`config.mk`:
```
export PLATFORM = sky130hd
export DESIGN_NAME = dmem_arbiter_flat
export DESIGN_NICKNAME = d
export VERILOG_FILES = /design/src/rtl/dmem_arbiter_if.sv /design/src/rtl/dmem_arbiter.sv /design/src/flat_wrapper.sv
export SDC_FILE = /design/constraint.sdc
export NUM_CORES = 1
export LEC_CHECK = 0
export CORE_AREA = 2 2 116 118
export DETAILED_ROUTE_END_ITERATION = 7
export DIE_AREA = 0 0 118 120
export PLACE_DENSITY = 0.8
export SYNTH_ARGS = -nofsm -noshare
export SYNTH_HDL_FRONTEND = slang
export SYNTH_SLANG_ARGS = --single-unit
```
`constraint.sdc`:
```
create_clock -name clk -period 4.9 [get_ports clk]
set_clock_uncertainty 0.2 [all_clocks]
set_input_delay 0.98 -clock clk [delete_from_list [all_inputs] [get_ports clk]]
set_output_delay 0.98 -clock clk [all_outputs]
set_load 0.005 [all_outputs]
```
`src/rtl/dmem_arbiter_if.sv`:
```
// Bus bundle for dmem_arbiter: processor port m0, burst master m1 and the dmem side.
// slave = the arbiter's view; master = the environment (requesters plus memory).
interface dmem_arbiter_if #(
   parameter int AW = 32,
   parameter int DW = 32,
   parameter int LW = 4
);
   logic          m0_req;
   logic          m0_we;
   logic [AW-1:0] m0_addr;
   logic [DW-1:0] m0_wdata;
   logic          m0_gnt;
   logic [DW-1:0] m0_rdata;
   logic          m0_stall;

   logic          m1_req;
   logic          m1_we;
   logic [AW-1:0] m1_addr;
   logic [LW-1:0] m1_len;
   logic [DW-1:0] m1_wdata;
   logic          m1_gnt;
   logic [DW-1:0] m1_rdata;

   logic          mem_we;
   logic [AW-1:0] mem_addr;
   logic [DW-1:0] mem_wdata;
   logic [DW-1:0] mem_rdata;

   modport slave (
      input  m0_req, m0_we, m0_addr, m0_wdata,
      output m0_gnt, m0_rdata, m0_stall,
      input  m1_req, m1_we, m1_addr, m1_len, m1_wdata,
      output m1_gnt, m1_rdata,
      output mem_we, mem_addr, mem_wdata,
      input  mem_rdata
   );

   modport master (
      output m0_req, m0_we, m0_addr, m0_wdata,
      input  m0_gnt, m0_rdata, m0_stall,
      output m1_req, m1_we, m1_addr, m1_len, m1_wdata,
      input  m1_gnt, m1_rdata,
      input  mem_we, mem_addr, mem_wdata,
      output mem_rdata
   );
endinterface

```
`src/rtl/dmem_arbiter.sv`:
```
// dmem_arbiter: shares the single-port dmem between processor port m0 and burst master m1.
// Ties are round-robin by default; define DMEM_ARB_FIXED_PRIO_EN to always favour m0.
module dmem_arbiter #(
   parameter int AW        = 32,
   parameter int DW        = 32,
   parameter int MAX_BURST = 16,
   parameter int LW        = $clog2(MAX_BURST)
) (
   input  logic          clk,
   input  logic          rst,
   dmem_arbiter_if.slave bus
);
   typedef enum logic [1:0] {IDLE, OWN0, OWN1} state_t;

   state_t        r_state;
   state_t        w_state_nxt;
   logic [LW-1:0] r_beat;
   logic [LW-1:0] w_beat_nxt;
   logic          r_m1_we;
   logic [AW-1:0] r_m1_addr;
   logic [LW-1:0] r_m1_len;
   logic          w_any_req;
   logic          w_pick_m1;
   logic          w_load_m1;
   logic [AW-1:0] w_burst_addr;

   assign w_any_req = bus.m0_req | bus.m1_req;

`ifdef DMEM_ARB_FIXED_PRIO_EN
   assign w_pick_m1 = bus.m1_req & ~bus.m0_req;
`else
   logic r_last;  // 1 = m1 won the most recent arbitration

   // On a tie the port that did not win last time goes first.
   assign w_pick_m1 = bus.m1_req & (~bus.m0_req | ~r_last);

   always_ff @(posedge clk or negedge rst) begin
      if (!rst)
         r_last <= 1'b1;
      else if (r_state == IDLE && w_any_req)
         r_last <= w_pick_m1;
   end
`endif

   // Word-stepped burst address; wraps modulo 2^AW.
   assign w_burst_addr = r_m1_addr + AW'({r_beat, 2'b00});

   // NOTE: the asynchronous reset forces IDLE immediately, so grants and mem_we drop
   // without waiting for a clock edge; sequential state is updated with <= only.
   always_ff @(posedge clk or negedge rst) begin
      if (!rst) begin
         r_state <= IDLE;
         r_beat  <= '0;
      end else begin
         r_state <= w_state_nxt;
         r_beat  <= w_beat_nxt;
      end
   end

   always_ff @(posedge clk or negedge rst) begin
      if (!rst) begin
         r_m1_we   <= 1'b0;
         r_m1_addr <= '0;
         r_m1_len  <= '0;
      end else if (w_load_m1) begin
         r_m1_we   <= bus.m1_we;
         r_m1_addr <= bus.m1_addr;
         r_m1_len  <= bus.m1_len;
      end
   end

   // NOTE: every signal written here gets a default first, so no path can infer a latch.
   always_comb begin
      w_state_nxt   = r_state;
      w_beat_nxt    = r_beat;
      w_load_m1     = 1'b0;
      bus.m0_gnt    = 1'b0;
      bus.m1_gnt    = 1'b0;
      bus.mem_we    = 1'b0;
      bus.mem_addr  = '0;
      bus.mem_wdata = '0;

      case (r_state)
         IDLE: begin
            if (w_any_req) begin
               if (w_pick_m1) begin
                  w_state_nxt = OWN1;
                  w_load_m1   = 1'b1;
               end else begin
                  w_state_nxt = OWN0;
               end
            end
         end

         OWN0: begin
            bus.m0_gnt    = 1'b1;
            bus.mem_we    = bus.m0_we;
            bus.mem_addr  = bus.m0_addr;
            bus.mem_wdata = bus.m0_wdata;
            w_state_nxt   = IDLE;
         end

         OWN1: begin
            bus.mem_addr  = w_burst_addr;
            bus.mem_wdata = bus.m1_wdata;
            if (bus.m1_req) begin
               bus.m1_gnt = 1'b1;
               bus.mem_we = r_m1_we;
               if (r_beat == r_m1_len) begin
                  w_state_nxt = IDLE;
                  w_beat_nxt  = '0;
               end else begin
                  w_beat_nxt  = r_beat + 1'b1;
               end
            end else begin
               // Requester withdrew mid-burst: no transfer this cycle, burst ends.
               w_state_nxt = IDLE;
               w_beat_nxt  = '0;
            end
         end

         default: begin
            w_state_nxt = IDLE;
            w_beat_nxt  = '0;
         end
      endcase
   end

   assign bus.m0_rdata = bus.mem_rdata;
   assign bus.m1_rdata = bus.mem_rdata;
   assign bus.m0_stall = bus.m0_req & ~bus.m0_gnt;

endmodule
```
`src/flat_wrapper.sv`:
```
// flat-port wrapper written by rule: the top's interface ports become plain ports
module dmem_arbiter_flat 
#(
   parameter int AW        = 32,
   parameter int DW        = 32,
   parameter int MAX_BURST = 16,
   parameter int LW        = $clog2(MAX_BURST)
)
  (clk, rst, bus_m0_req, bus_m0_we, bus_m0_addr, bus_m0_wdata, bus_m0_gnt, bus_m0_rdata, bus_m0_stall, bus_m1_req, bus_m1_we, bus_m1_addr, bus_m1_len, bus_m1_wdata, bus_m1_gnt, bus_m1_rdata, bus_mem_we, bus_mem_addr, bus_mem_wdata, bus_mem_rdata);
  dmem_arbiter_if #(.AW(AW), .DW(DW), .LW(LW)) bus_i ();
  input  logic clk;
  input  logic rst;
  input wire logic [$bits(bus_i.m0_req)-1:0] bus_m0_req;
  input wire logic [$bits(bus_i.m0_we)-1:0] bus_m0_we;
  input wire logic [$bits(bus_i.m0_addr)-1:0] bus_m0_addr;
  input wire logic [$bits(bus_i.m0_wdata)-1:0] bus_m0_wdata;
  output wire logic [$bits(bus_i.m0_gnt)-1:0] bus_m0_gnt;
  output wire logic [$bits(bus_i.m0_rdata)-1:0] bus_m0_rdata;
  output wire logic [$bits(bus_i.m0_stall)-1:0] bus_m0_stall;
  input wire logic [$bits(bus_i.m1_req)-1:0] bus_m1_req;
  input wire logic [$bits(bus_i.m1_we)-1:0] bus_m1_we;
  input wire logic [$bits(bus_i.m1_addr)-1:0] bus_m1_addr;
  input wire logic [$bits(bus_i.m1_len)-1:0] bus_m1_len;
  input wire logic [$bits(bus_i.m1_wdata)-1:0] bus_m1_wdata;
  output wire logic [$bits(bus_i.m1_gnt)-1:0] bus_m1_gnt;
  output wire logic [$bits(bus_i.m1_rdata)-1:0] bus_m1_rdata;
  output wire logic [$bits(bus_i.mem_we)-1:0] bus_mem_we;
  output wire logic [$bits(bus_i.mem_addr)-1:0] bus_mem_addr;
  output wire logic [$bits(bus_i.mem_wdata)-1:0] bus_mem_wdata;
  input wire logic [$bits(bus_i.mem_rdata)-1:0] bus_mem_rdata;
  assign bus_i.m0_req = bus_m0_req;
  assign bus_i.m0_we = bus_m0_we;
  assign bus_i.m0_addr = bus_m0_addr;
  assign bus_i.m0_wdata = bus_m0_wdata;
  assign bus_m0_gnt = bus_i.m0_gnt;
  assign bus_m0_rdata = bus_i.m0_rdata;
  assign bus_m0_stall = bus_i.m0_stall;
  assign bus_i.m1_req = bus_m1_req;
  assign bus_i.m1_we = bus_m1_we;
  assign bus_i.m1_addr = bus_m1_addr;
  assign bus_i.m1_len = bus_m1_len;
  assign bus_i.m1_wdata = bus_m1_wdata;
  assign bus_m1_gnt = bus_i.m1_gnt;
  assign bus_m1_rdata = bus_i.m1_rdata;
  assign bus_mem_we = bus_i.mem_we;
  assign bus_mem_addr = bus_i.mem_addr;
  assign bus_mem_wdata = bus_i.mem_wdata;
  assign bus_i.mem_rdata = bus_mem_rdata;
  dmem_arbiter #(.AW(AW), .DW(DW), .MAX_BURST(MAX_BURST), .LW(LW)) u_core (.clk(clk), .rst(rst), .bus(bus_i));
endmodule
```
## After elaboration in Yosys (flattened, before gate mapping)

Cells that the tools add are included.

| storage, ports and cells | value |
|---|---|
| flip-flop bits (word level) | 44 |
| bits of input ports | 170 |
| output and inout bits | 132 |
| word-level logic and storage cells | 42 |

| operators by class | value |
|---|---|
| $add $sub $neg | 2 |
| equality and inequality tests | 5 |
| multiplexer cells | 18 |
| bitwise operators | 7 |
| reductions and logical operators | 4 |

Operators with widths:

| kind | count |
|---|---|
| 32-bit one-hot mux with 2 select lines | 2 |
| 32-bit by 6-bit adder with 32-bit output | 1 |
| 2-bit two-way mux | 4 |
| 4-bit two-way mux | 2 |
| 4-bit one-hot mux with 2 select lines | 1 |
| 1-bit two-way mux | 7 |
| 4-bit by 1-bit adder with 4-bit output (second input constant) | 1 |
| 4-bit == test | 1 |
| 2-bit one-hot mux with 2 select lines | 1 |
| 3-bit by 2-bit != test with 1-bit output (second input constant) | 1 |
| 1-bit inverter | 3 |
| 1-bit AND | 2 |
| 2-bit by 1-bit == test with 1-bit output (second input constant) | 1 |
| 2-bit == test (second input constant) | 1 |
| 2-bit zero test | 1 |
| 2-bit by 1-bit != test with 1-bit output (second input constant) | 1 |
| 1-bit OR | 2 |
| 1-bit one-hot mux with 2 select lines | 1 |
| 2-bit AND reduction | 1 |
| 2-bit OR reduction | 1 |
| 1-bit logical AND | 1 |

## Depth between registers and ports, before layout

| depth | value |
|---|---|
| depth after elaboration | 6 |
| depth in mapped cells | 9 |
| gate-level depth less buffers | 8 |

## Least setup slack after synthesis

OpenSTA, ideal clock, no wires.

| path | value |
|---|---|
| kind | register to output |
| start point | reg u_core.r_beat[0] |
| end point | out bus_mem_addr[26] |
| arrival | 2,038 ps |
| required time | 3,720 ps |
| path slack | 1,682 ps |
| stages on the path, launching flop included | 10 |
| path buffers | 1 |
| cells stage by stage | dfrtp_1 > ha_1 > inv_1 > fa_1 > nor2b_1 > o31ai_1 > clkbuf_1 > nor4_1 > xnor2_1 > o21ai_0 |

| on the way | value |
|---|---|
| longest elaborated chain between the ends | 2 |

Ends and longest elaborated chain:

| what | RTL line | RTL |
|---|---|---|
| from (decl) | dmem_arbiter.sv:17 | `logic [LW-1:0] r_beat;` |
| from (signal assigned) | dmem_arbiter.sv:56 | `r_beat <= w_beat_nxt;` |
| 32-bit by 6-bit adder with 32-bit output | dmem_arbiter.sv:46 | `assign w_burst_addr = r_m1_addr + AW'({r_beat, 2'b00});` |
| 32-bit one-hot mux with 2 select lines | dmem_arbiter.sv:83 | `case (r_state)` |
| to (decl) | flat_wrapper.sv:28 | `output wire logic [$bits(bus_i.mem_addr)-1:0] bus_mem_addr;` |

Every way passes these cells.

## Worst setup path after layout

| path | value |
|---|---|
| start point | reg u_core.r_beat[0] |
| end point | out bus_mem_addr[28] |

Same word-level chain as after synthesis.

==> flow_summary_export.csv <==
group,metric,value,unit
outcome,status,"completed",
detailed_routing,wl,15200,µm
detailed_routing,ant_nets,0,
logic_synthesis,ys_seq_area_share,28.2,%
clock_tree,cts.sinks,44,
place,port-buffer-count,205,
place,place_congestion,0.882,
layout,antenna_cells,0,
floorplanning,io_pins,302,
logic_synthesis,synth_top_area_share,27.6,%
logic_synthesis,synthAdderAreaFrac,3.08,%
timing,finalCritPeriodShare,86.5,%
floorplanning,std_cell_rows,42,
logic_synthesis,synthSimpleGateAreaFrac,19.3,%
job,maxCapViolations,0,
place,hpwlAfterDp,12200,µm
clock_tree,cts_tree,"done",
logic_synthesis,synth_cell_types,45,
logic_synthesis,yosysTopAreaCell,"dfrtp_1",
logic_synthesis,async_reset_ff_share,100,%
global_routing,grt_util_all_layers,20.3,%
timing,fin_setup_tns,0,ps
logic_synthesis,synth_nets,626,
layout,fin_nets,751,
hold_path,whs_path_depth,1,
logic_synthesis,synth-edff-count,0,
clock_tree,cts_hold_buf,0,
timing,post-route-min-period,4240,ps
floorplanning,die_x,118,µm
power,power_density,490,mW/mm²
setup_path,crit_path_end_kind,"primary output",
floorplanning,die_area,0.0142,mm²
logic_synthesis,netlist_instances,447,
global_routing,gr-total-overflow,0,
setup_path,ff2ff_path_depth,4,
floorplanning,core_area,0.0130,mm²
clock_tree,path_clk_slew,60,ps
detailed_routing,drt-wirelength-per-cell,20.3,µm
setup_path,reg2reg_setup_slack,2160,ps
detailed_routing,vias,3848,
global_routing,grt_max_degree,49,
setup_path,crit_fanout,11,
timing,final_hold_viol_count,0,
logic_synthesis,synth_xor_area_share,6.51,%
timing,setup_viol,0,
detailed_routing,dr.pass1.iters,5,
logic_synthesis,syn_avg_cell_area,8.73,µm²
logic_synthesis,synth-compound-area-share,15.8,%
floorplanning,start_util,30.1,%
layout,area_delta_synth_final,48.3,%
clock_tree,clkLatencyLatePin,290,ps
detailed_routing,viasPerCell,5.14,
power,irDropWorstVdd,0.000229,V
setup_path,crit_path_start_kind,"register",
timing,relSlewSlack,32.7,%
power,leakage,2.07,nW
global_routing,grt_pass1_wl,22400,µm
setup_path,arrival,3060,ps
logic_synthesis,ys_seq_elements,44,
logic_synthesis,synth_area,0.00390,mm²
logic_synthesis,synth.most_common_cell,"buf_4",
timing,worstMarginPinSlew,1010,ps
hold_path,min_path_type,"register to register",
clock_tree,cts_root_buf,"clkbuf_16",
timing,rsz0062_at_grt,"no",
place,numPlacedInstances,741,
clock_tree,htreeDepth,2,
logic_synthesis,synth_common_cells,"67 x buf_4, 43 x dfrtp_1, 42 x nor2b_1, 39 x a22oi_1, 37 x mux2_2",
timing,slew_viol_final,0,
global_routing,grt_pass1_vias,3843,
setup_path,cp.required,3720,ps
timing,hold_slack,318,ps
logic_synthesis,yosysWarnings,0,
global_routing,antenna_found_initial,0,
detailed_routing,first_iter_violations,320,
layout,fin_cells,749,
clock_tree,post_cts_buffers,0,
logic_synthesis,synth_top_family_by_area,"simple AND/OR/NAND/NOR gates",
floorplanning,die_h,120,µm
detailed_routing,drc,0,
clock_tree,clk_path_buf_depth,2,
layout,layout-drive-gt1-share,9.95,%
clock_tree,cts_resized,0,
setup_path,worstSetupPathType,"register to primary output",
logic_synthesis,ys.flop_type,"dfrtp_1",
logic_synthesis,muxShareOfSynthArea,10.9,%
clock_tree,cts_buffers,5,
timing,max_freq,236,MHz
logic_synthesis,synthTopCellsByArea,"dfrtp_1 28%, buf_4 13%, mux2_2 11%, a22oi_1 7.5%, nor2b_1 6.7%",
==> path summary, 6_finish.rpt <==
path	startpoint	end
setup / recovery	u_core.r_beat[0]$_DFFE_PN0N_	bus_mem_addr[28]
hold / removal	u_core.r_m1_addr[0]$_DFFE_PN0P_	u_core.r_m1_addr[0]$_DFFE_PN0P_
setup reg to reg	u_core.r_state[0]$_DFFE_PN0P_	u_core.r_m1_addr[26]$_DFFE_PN0P_
hold reg to reg	u_core.r_m1_addr[0]$_DFFE_PN0P_	u_core.r_m1_addr[0]$_DFFE_PN0P_
max in group asynchronous	rst	u_core.r_beat[0]$_DFFE_PN0N_
min in group asynchronous	rst	u_core.r_m1_addr[24]$_DFFE_PN0P_
==> state kept, by name, indices dropped and copies added, names as in the netlist <==
register and flops:
u_core.r_beat 4, u_core.r_last 1, u_core.r_m1_addr 32, u_core.r_m1_len 4
u_core.r_m1_we 1, u_core.r_state 2
==> worst max-delay path, stage by stage (launching register included) <==
cell and delay, ps:
dfrtp_1 440, ha_1 240, inv_1 60, fa_1 400, nor2b_1 180, o31ai_1 80
buf_4 180, nor4_1 340, xnor2_1 140, o21ai_0 160, clkdlybuf4s50_1 540
==> power by group <==
part	total, mW	switching, mW	leakage, nW	internal, mW
sequential	0.764	0.223	0.527	0.542
combinational	1.68	0.743	1.46	0.934
clock	0.394	0.151	0.0804	0.242
==> cell type report <==
| type | count | area, µm² |
|---|---|---|
| fill | 1303 | 7190 |
| multi-input combinational | 302 | 2180 |
| timing repair buffer | 209 | 2080 |
| sequential | 44 | 1100 |
| tap | 176 | 220 |
| clock buffer | 5 | 125 |
| clock inverter | 3 | 46.3 |
| inverter | 10 | 37.5 |
==> routing by layer <==
metal  part of all wire (%)  wire (µm)  global-route usage, %  up-vias
met4                    1.8        278                   5.27        0
li1                       -          -                      -     1763
met1                     41       6180                   24.6     1848
met5                      0          0                      0        -
met3                    7.3       1110                   5.89       18
met2                     50       7620                   35.3      219
==> kinds of logic after synthesis <==
group           after synthesis
compound gates               93
xor+xnor                     29
fa+ha+maj                     9
buf+inv                     101
flops                        44
mux                          38
simple gates                133
==> per-stage QoR <==
step / util (%) / setup WS, ps / area (µm²) / power (mW)
global route: 44.6 / 475 / 5790 / 3.02
floorplan: - / 1680 / 3900 / 1.70
global placement: 43.3 / 1060 / 5620 / 2.41
detailed placement: 43.3 / 995 / 5620 / 2.45
finish: 44.6 / 661 / 5790 / 2.84
CTS: 44.6 / 668 / 5790 / 2.86
==> cell usage in the layout, fill, tap and decap left out, types with 3 or more instances in the layout <==
master	count
a21oi_1	4
nor2_1	5
and2_1	3
and3_1	3
nor3_1	7
o21ai_0	30
a21o_1	3
nand3_1	12
clkdlybuf4s50_1	204
inv_1	10
clkbuf_16	5
dfrtp_1	43
xor2_1	4
ha_1	6
buf_4	4
nand4_1	4
a22oi_1	39
nand2_1	35
xnor2_1	25
nor4_1	9
nor2b_1	42
mux2_2	37
No activity file was read; power rests on OpenSTA's default activity.
